**src/rtl/set_mode_controller_pkg.sv**
```systemverilog
// Shared definitions for the set/mode controller.
//   mode_e          : state codes RUN = 0 .. ALM_HOUR = 6 (code 7 is illegal)
//   SEC/MIN/HOUR    : bit indices into the cur_inc/alm_inc/flash vectors
//   CLK_HZ_DEFAULT  : default system clock, sets the auto-repeat timing defaults
//   unit_mask()     : one-hot unit bit for a set state, 0 for RUN
//   is_alarm()      : true in the ALM_* states
//   next_mode()     : state reached on set_pulse
package set_mode_controller_pkg;

   typedef enum logic [2:0] {
      StRun     = 3'd0,
      StCurSec  = 3'd1,
      StCurMin  = 3'd2,
      StCurHour = 3'd3,
      StAlmSec  = 3'd4,
      StAlmMin  = 3'd5,
      StAlmHour = 3'd6
   } mode_e;

   localparam int unsigned SEC  = 0;
   localparam int unsigned MIN  = 1;
   localparam int unsigned HOUR = 2;

   localparam int unsigned CLK_HZ_DEFAULT = 50_000_000;

   function automatic logic [2:0] unit_mask(input mode_e m);
      logic [2:0] mask;
      mask = 3'b000;
      case (m)
         StCurSec,  StAlmSec:  mask[SEC]  = 1'b1;
         StCurMin,  StAlmMin:  mask[MIN]  = 1'b1;
         StCurHour, StAlmHour: mask[HOUR] = 1'b1;
         default:              mask = 3'b000;
      endcase
      return mask;
   endfunction

   function automatic logic is_alarm(input mode_e m);
      return (m == StAlmSec) || (m == StAlmMin) || (m == StAlmHour);
   endfunction

   function automatic mode_e next_mode(input mode_e m);
      if (m == StAlmHour) begin
         return StRun;
      end
      return mode_e'(m + 3'd1);
   endfunction

endpackage

```
**src/rtl/add_repeat_gen.sv**
```systemverilog
// Auto-repeat strobe generator for a held add button.
// Armed by add_pulse while enabled; after REPEAT_DELAY cycles of continuous hold it
// emits one rpt_pulse, then one every REPEAT_PERIOD cycles while add_level stays high.
// Ports:
//   clk, rst   : clock, synchronous active-high reset
//   enable     : low clears all repeat state (not in a set state, or state changing)
//   add_pulse  : debounced press edge, (re)starts the hold timing
//   add_level  : debounced button level, release clears the repeat state
//   rpt_pulse  : one-cycle repeat strobe (combinational from registered state)
module add_repeat_gen #(
   parameter int unsigned REPEAT_DELAY  = 25_000_000,
   parameter int unsigned REPEAT_PERIOD = 5_000_000
) (
   input  logic clk,
   input  logic rst,
   input  logic enable,
   input  logic add_pulse,
   input  logic add_level,
   output logic rpt_pulse
);

   localparam int unsigned MaxCnt = (REPEAT_DELAY > REPEAT_PERIOD) ? REPEAT_DELAY : REPEAT_PERIOD;
   localparam int unsigned CntW   = (MaxCnt > 1) ? $clog2(MaxCnt + 1) : 1;

   // cnt_q holds the number of cycles since the press or the last repeat strobe
   logic [CntW-1:0] cnt_q;
   logic            armed_q;
   logic            rep_q;   // first repeat already emitted, use the period
   logic [CntW-1:0] target;

   assign target    = rep_q ? CntW'(REPEAT_PERIOD) : CntW'(REPEAT_DELAY);
   assign rpt_pulse = armed_q && add_level && !add_pulse && (cnt_q == target);

   always_ff @(posedge clk) begin
      if (rst || !enable) begin
         armed_q <= 1'b0;
         rep_q   <= 1'b0;
         cnt_q   <= '0;
      end else if (add_pulse) begin
         armed_q <= 1'b1;
         rep_q   <= 1'b0;
         cnt_q   <= CntW'(1);
      end else if (armed_q && !add_level) begin
         armed_q <= 1'b0;
         rep_q   <= 1'b0;
         cnt_q   <= '0;
      end else if (rpt_pulse) begin
         rep_q   <= 1'b1;
         cnt_q   <= CntW'(1);
      end else if (armed_q) begin
         cnt_q   <= cnt_q + 1'b1;
      end
   end

endmodule

```
**src/rtl/set_mode_controller.sv**
```systemverilog
// Mode sequencer for the clock's current-time and alarm-time counter sets.
// Steers 1 s ticks (RUN) or add presses (set states) into per-unit increment strobes,
// and drives carry enable, display source select and digit-flash enables. A set state
// with TIMEOUT_S idle ticks falls back to RUN on the following tick (0 disables this).
// Optional feature macro: SET_AUTO_REPEAT_EN (auto-repeat while add_level is held).
// Ports:
//   clk, rst    : clock, synchronous active-high reset
//   tick_1s     : 1 s pulse
//   set_pulse   : set button edge, advances the mode
//   add_pulse   : add button edge, increments the unit being set
//   add_level   : add button level (auto-repeat only)
//   cur_inc     : current-time increment strobes {hour, min, sec}
//   alm_inc     : alarm-time increment strobes {hour, min, sec}
//   carry_en    : sec->min->hour carry allowed (RUN only)
//   show_alarm  : display shows the alarm time
//   flash       : digit-pair flash enables {hour, min, sec}
//   mode        : current state code
module set_mode_controller
   import set_mode_controller_pkg::*;
#(
   parameter int unsigned CLK_HZ        = CLK_HZ_DEFAULT,
   parameter int unsigned TIMEOUT_S     = 10,
   parameter int unsigned REPEAT_DELAY  = CLK_HZ / 2,
   parameter int unsigned REPEAT_PERIOD = CLK_HZ / 10
) (
   input  logic       clk,
   input  logic       rst,
   input  logic       tick_1s,
   input  logic       set_pulse,
   input  logic       add_pulse,
   input  logic       add_level,
   output logic [2:0] cur_inc,
   output logic [2:0] alm_inc,
   output logic       carry_en,
   output logic       show_alarm,
   output logic [2:0] flash,
   output logic [2:0] mode
);

   localparam int unsigned TmoW = (TIMEOUT_S > 1) ? $clog2(TIMEOUT_S + 1) : 1;

   mode_e           state_q, state_d;
   logic [TmoW-1:0] tmo_q, tmo_d;
   logic [2:0]      cur_inc_d, alm_inc_d;
   logic            add_ev;
   logic            rpt_pulse;

   // CLK_HZ only sets the REPEAT_* defaults
   logic unused_clk_hz;
   assign unused_clk_hz = CLK_HZ[0];

`ifdef SET_AUTO_REPEAT_EN
   logic rpt_enable;

   // Dropping enable for the transition cycle clears the repeat state on any mode change
   assign rpt_enable = (state_q != StRun) && (state_d == state_q);

   add_repeat_gen #(
      .REPEAT_DELAY  (REPEAT_DELAY),
      .REPEAT_PERIOD (REPEAT_PERIOD)
   ) u_add_repeat_gen (
      .clk       (clk),
      .rst       (rst),
      .enable    (rpt_enable),
      .add_pulse (add_pulse),
      .add_level (add_level),
      .rpt_pulse (rpt_pulse)
   );
`else
   logic unused_rpt_cfg;
   assign unused_rpt_cfg = add_level ^ REPEAT_DELAY[0] ^ REPEAT_PERIOD[0];
   assign rpt_pulse      = 1'b0;
`endif

   assign mode = state_q;

   always_comb begin
      state_d   = state_q;
      tmo_d     = tmo_q;
      cur_inc_d = 3'b000;
      alm_inc_d = 3'b000;
      add_ev    = add_pulse | rpt_pulse;

      case (state_q)
         StRun: begin
            if (tick_1s) begin
               cur_inc_d[SEC] = 1'b1;
            end
            // A simultaneous add wins over set, even though RUN ignores the add
            if (set_pulse && !add_pulse) begin
               state_d = StCurSec;
            end
         end
         StCurSec, StCurMin, StCurHour, StAlmSec, StAlmMin, StAlmHour: begin
            if (add_ev) begin
               if (is_alarm(state_q)) begin
                  alm_inc_d = unit_mask(state_q);
               end else begin
                  cur_inc_d = unit_mask(state_q);
               end
               tmo_d = '0;
            end else if (set_pulse) begin
               state_d = next_mode(state_q);
            end else if (tick_1s && (TIMEOUT_S != 0)) begin
               if (tmo_q == TmoW'(TIMEOUT_S)) begin
                  state_d = StRun;
               end else begin
                  tmo_d = tmo_q + 1'b1;
               end
            end
         end
         default: state_d = StRun;
      endcase

      // Idle count only lives inside one set state
      if ((state_d != state_q) || (state_q == StRun)) begin
         tmo_d = '0;
      end
   end

   always_ff @(posedge clk) begin
      if (rst) begin
         state_q    <= StRun;
         tmo_q      <= '0;
         cur_inc    <= 3'b000;
         alm_inc    <= 3'b000;
         carry_en   <= 1'b1;
         show_alarm <= 1'b0;
         flash      <= 3'b000;
      end else begin
         state_q    <= state_d;
         tmo_q      <= tmo_d;
         cur_inc    <= cur_inc_d;
         alm_inc    <= alm_inc_d;
         // Decoded from the next state so these line up with mode
         carry_en   <= (state_d == StRun);
         show_alarm <= is_alarm(state_d);
         flash      <= unit_mask(state_d);
      end
   end

endmodule

```
**config.mk**
```make
export PLATFORM = sky130hd
export DESIGN_NAME = set_mode_controller
export DESIGN_NICKNAME = d
export VERILOG_FILES = /design/src/rtl/set_mode_controller_pkg.sv /design/src/rtl/add_repeat_gen.sv /design/src/rtl/set_mode_controller.sv
export SDC_FILE = /design/constraint.sdc
export NUM_CORES = 1
export LEC_CHECK = 0
export CAP_MARGIN = 20
export CORE_MARGIN = 4
export CORE_UTILIZATION = 44
export DETAILED_ROUTE_END_ITERATION = 8
export GPL_ROUTABILITY_DRIVEN = 0
export PLACE_DENSITY = 0.79
export RECOVER_POWER = 100
export SYNTH_ARGS = -nofsm -noshare
export SYNTH_HDL_FRONTEND = slang
export SYNTH_SLANG_ARGS = --single-unit
```
**constraint.sdc**
```tcl
create_clock -name clk -period 1.9 [get_ports clk]
set_input_delay 0.285 -clock clk [delete_from_list [all_inputs] [get_ports clk]]
set_output_delay 0.285 -clock clk [all_outputs]
set_load 0.05 [all_outputs]
```
==> Yosys cells after proc, flatten, opt, wreduce, memory -nomap -nowiden <==
Index checks and enable logic that the tools add are counted.
{ "word_totals": {"regBits": 18, "out_inout_bits": 14, "wordCells": 76} }
{ "op_classes": {"add_sub_neg": 2, "n_eq_ne": 16, "mux": 26, "bitwise": 3, "n_reduce_logical": 21} }
{ "ops": {"columns": ["operator", "count"], "rows": [
  ["2-to-1 mux 3 bit", 7],
  ["== test 3 bit (second input constant)", 6],
  ["2-to-1 mux 4 bit", 4],
  ["OR reduction 2 bit", 7],
  ["2-to-1 mux 1 bit", 13],
  ["== test 3 x 2 -> 1 bit (second input constant)", 4],
  ["OR reduction 4 bit", 2],
  ["== test 3 x 1 -> 1 bit (second input constant)", 2],
  ["zero test 3 bit", 2],
  ["one-hot mux 3 bit (2 select lines)", 1],
  ["OR reduction 6 bit", 1],
  ["logical OR 1 bit", 5],
  ["adder 4 x 1 -> 4 bit (second input constant)", 1],
  ["== test 4 bit (second input constant)", 1],
  ["AND reduction 4 bit", 1],
  ["adder 3 x 1 -> 3 bit (second input constant)", 1],
  ["!= test 3 bit", 1],
  ["inverter 1 bit", 3],
  ["!= test 2 x 1 -> 1 bit (second input constant)", 1],
  ["!= test 2 bit (second input constant)", 1],
  ["one-hot mux 1 bit (2 select lines)", 1],
  ["nonzero test 2 bit", 1],
  ["logical AND 1 bit", 1],
  ["zero test 1 bit", 1]
]} }

==> Logic depth before layout (Yosys ltp) <==
{ "depth": {"depth_word": 12, "mapped_depth": 9} }

==> Worst setup path after synthesis <==
Ideal clock, no wire load.
{ "synth_path": {"path_type": "reg-to-reg", "from": "reg state_q[0] (netlist: mode[0])", "to": "reg flash[0]", "t_arrival_ps": 2116, "required_time_ps": 1812, "path_slack_ps": -304, "stages_incl_launch_ff": 10, "synth_period_minus_slack_ps": 2204, "cell_sequence": "dfxtp_1 -> buf_6 -> nand2_1 -> inv_1 -> ha_1 -> nand2b_1 -> nand2_1 -> o21ai_2 -> and2b_4 -> nor4_2"} }
{ "synth_between": {"elab_chain_cells": 12} }
{ "synth_lines": {"columns": ["item", "line", "source"], "rows": [
  ["start, declared", "set_mode_controller.sv:42", "mode_e state_q, state_d;"],
  ["start signal, assigned", "set_mode_controller.sv:123", "state_q <= StRun;"],
  ["start signal, assigned", "set_mode_controller.sv:131", "state_q <= state_d;"],
  ["== test 3 bit", "set_mode_controller_pkg.sv:43, set_mode_controller.sv:84", null],
  ["2-to-1 mux 1 bit", "set_mode_controller_pkg.sv:43", "if (m == StAlmHour) begin"],
  ["2-to-1 mux 1 bit", "set_mode_controller.sv:102", "end else if (set_pulse) begin"],
  ["2-to-1 mux 1 bit", "set_mode_controller.sv:95", "if (add_ev) begin"],
  ["2-to-1 mux 1 bit", "set_mode_controller.sv:84", "case (state_q)"],
  ["2-to-1 mux 3 bit", "set_mode_controller_pkg.sv:46", "return mode_e'(m + 3'd1);"],
  ["2-to-1 mux 3 bit", "set_mode_controller.sv:102", null],
  ["2-to-1 mux 3 bit", "set_mode_controller.sv:95", null],
  ["one-hot mux 3 bit (2 select lines) *", "set_mode_controller.sv:84", null],
  ["== test 3 bit / == test 3 x 1 -> 1 bit (equally long branches)", "set_mode_controller_pkg.sv:29", "case (m)"],
  ["OR reduction 2 bit *", "set_mode_controller_pkg.sv:29", null],
  ["2-to-1 mux 1 bit *", "set_mode_controller_pkg.sv:29", null],
  ["end signal, assigned", "set_mode_controller.sv:138", "flash <= unit_mask(state_d);"],
  ["end, declared", "set_mode_controller.sv:36", "output logic [2:0] flash,"]
]} }
Every way passes the cells marked *; elsewhere a longest branch is shown, timed or not. The select of a mux whose other input is x is not followed.
A chain may end at the register's enable or synchronous reset.

==> Worst setup path in the final report <==
{ "layout_path": {"from": "reg state_q[2] (netlist: mode[2])", "to": "reg flash[0]"} }
The elaborated chain is that of the path after synthesis.

==> reports/qor.txt <==
net count reported at finish = 142
Die H = 55.0 um
YS warnings = 0
# Post-CTS Setup Buffers = 0
CTS hold repair buffers = 0
layout cell share with drive strength beyond 1 = 0.250
maximum level of the CTS H-tree = 1
first-pass GRT wire length = 3620 um
hold depth = 1
IO Count = 20
power per cell area = 646 nW/um^2
Worst Hold Path EP = cur_inc[0]
Tot GR Track Use = 0.165
CP Launch Type = flip-flop
CTS resizes = 1
Final period util = 0.964
Synth Flop Type = dfxtp_1
WL final = 2160 um
Multi-input gate area = 542 sq um
Die Width = 55.0 um
clock buffer count from CTS = 3
Vias = 883
Post-DRT Antenna Nets = 0
Worst R2R Start = mode[2]
Yosys cell types = 45
residual DRC count = 0
DP Area = 1260 sq um
die area = 3030 sq um
Layout Utilization = 0.630
Final setup viols = 0
I/O Buffers = 18
Clock Skews = 2.93 ps
kind of critical path = reg2reg
Initial Utilization = 0.481
Seq/Total Area, Yosys = 0.371
Fillers = 173
max_slew headroom = 0.607
syn_nets = 110
status = complete, no violations
number of synthesized flops with an enable pin = 0
Yosys reg bits = 18
Core Rows = 16
Inst Count DP = 155
endpoint of the worst-slack reg-to-reg timing path = flash[0]
worst-path fanout max = 12
Final Instance Area = 1270 sq um
HP Start = mode[2]
Post-Syn Area = 972 sq um
required time worst endpoint = 2120 ps
wire per inst = 13.6 um
post-route insts no fill = 159
Clk Latency, worst-skew pair = 300 ps
count leader, synth = dfxtp_1
Hold Path Class = reg2reg
CTS Buffer Depth = 2
TritonRoute pass-1 iters = 4
CTS tree = built
Synth area leaders = dfxtp_1, ha_1, nor2_1, xnor2_1, nand2b_1
Leak Pwr = 0.000522 uW
post-synth top area cell = dfxtp_1
Post-Synthesis Cells = 101
GRT Residual Overflow = 0
Tot Pwr = 822 uW
RSZ-0062 raised after global routing = no
synth-to-layout area growth = 31.0%
Vias/cell = 5.55
vias in the first global route = 842
final count of pins violating max slew = 0
reg2reg setup slack = 70 ps
list of most frequent post-synthesis cells = dfxtp_1, nor2_1, a21oi_1, inv_1, nand2b_1
Critical Path AT = 2050 ps
Final min period = 1830 ps
final hold violation count = 0
Detail Placement HPWL = 1600 um
Avg Cell Area, Syn = 9.63 sq um
# diodes = 0
Slew @ Worst Pin = 591 ps
Reg area = 372 sq um
Max Freq = 546 MHz
initial DRC count = 24
Max VDD drop = 0.000389 V
depth of the worst register-to-register path = 7
CP Capture Type = flip-flop
maxcap violations = 0
root buffer cell = clkbuf_4
Final WS setup = 67.8 ps
Worst-path clk slew = 110 ps
ys async rst share = 0
total core area = 2020 sq um
clock sinks = 18
antenna violations before repair = 0
largest net degree at the start of global routing = 16
Placement Setup Slack = -66.4 ps
Synth top area share = 0.371
-- cell usage in the layout (no fill, tap or decap), drive strengths merged, types with 2 or more instances in the layout --
cell           instances
inv                    5
nor2                  10
nor3b                  3
o211ai                 2
nor4                   4
xnor2                  4
nor3                   2
and2b                  2
dfxtp                 18
a211oi                 2
clkbuf                 9
buf                   10
nand2                  3
nand3b                 2
ha                     3
nor2b                  2
a21oi                  6
o21ai                  2
a31oi                  3
dlygate4sd3           12
clkdlybuf4s50          4
nand2b                 5
nand3                  2
-- per-stage QoR --
stage	TNS, ps	hold WS, ps
floorplan	0	448
global placement	-25.5	506
detailed placement	-158	511
CTS	0	523
global route	0	539
finish	0	527
-- final cells by class --
type / count / share of cell area
clock buffers: 4 / 0.0285
inverters: 5 / 0.0147
multi-input cells: 73 / 0.425
flip-flops and latches: 18 / 0.292
well taps: 27 / 0.0265
repair buffers: 32 / 0.213
-- report_power, final --
part           leakage, uW  internal [uW]  switching [uW]
Clock            0.0000210            117             128
Sequential        0.000148            386            3.87
Combinational     0.000352           78.8             108
-- metal layers --
| layer | global-route usage | up-vias | share of wire |
|---|---|---|---|
| met3 | 0.0295 | 4 | 0.051 |
| met1 | 0.185 | 430 | 0.42 |
| li1 | - | 426 | - |
| met5 | 0 | - | 0 |
| met4 | 0.0729 | 0 | 0.012 |
| met2 | 0.299 | 23 | 0.52 |
-- worst max-delay path by stage --
stage / from / end / slack (ps) / depth (start not counted)
3_3_place_gp: add_pulse / flash[0] / -20 / 6
2_1_floorplan: mode[0] / flash[0] / 8 / 9
6_report: mode[2] / flash[0] / 70 / 7
5_1_grt: mode[2] / flash[0] / 9 / 7
4_1_cts: mode[2] / mode[2] / 70 / 1
3_5_place_dp: add_pulse / flash[0] / -70 / 6
-- state kept, by name (all words and copies together) (netlist names) --
register    cells
alm_inc         3
carry_en        1
cur_inc         3
flash           3
mode            3
show_alarm      1
tmo_q           4
-- worst max-delay path: stages (launching register included) --
cell,delay [ps]
dfxtp_4,430
inv_1,90
ha_2,280
nor3b_2,210
o21a_1,230
o21bai_4,100
and2b_4,170
nor4_2,240
-- cell families after synthesis --
logic type | after synthesis | synth area share
simple gates | 42 | 0.290
mux | 1 | 0.0103
buf+inv | 10 | 0.0682
xor+xnor | 4 | 0.0360
fa+ha+maj | 3 | 0.0386
flops | 18 | 0.371
compound gates | 23 | 0.187
No activity file was read; power rests on OpenSTA's default activity.
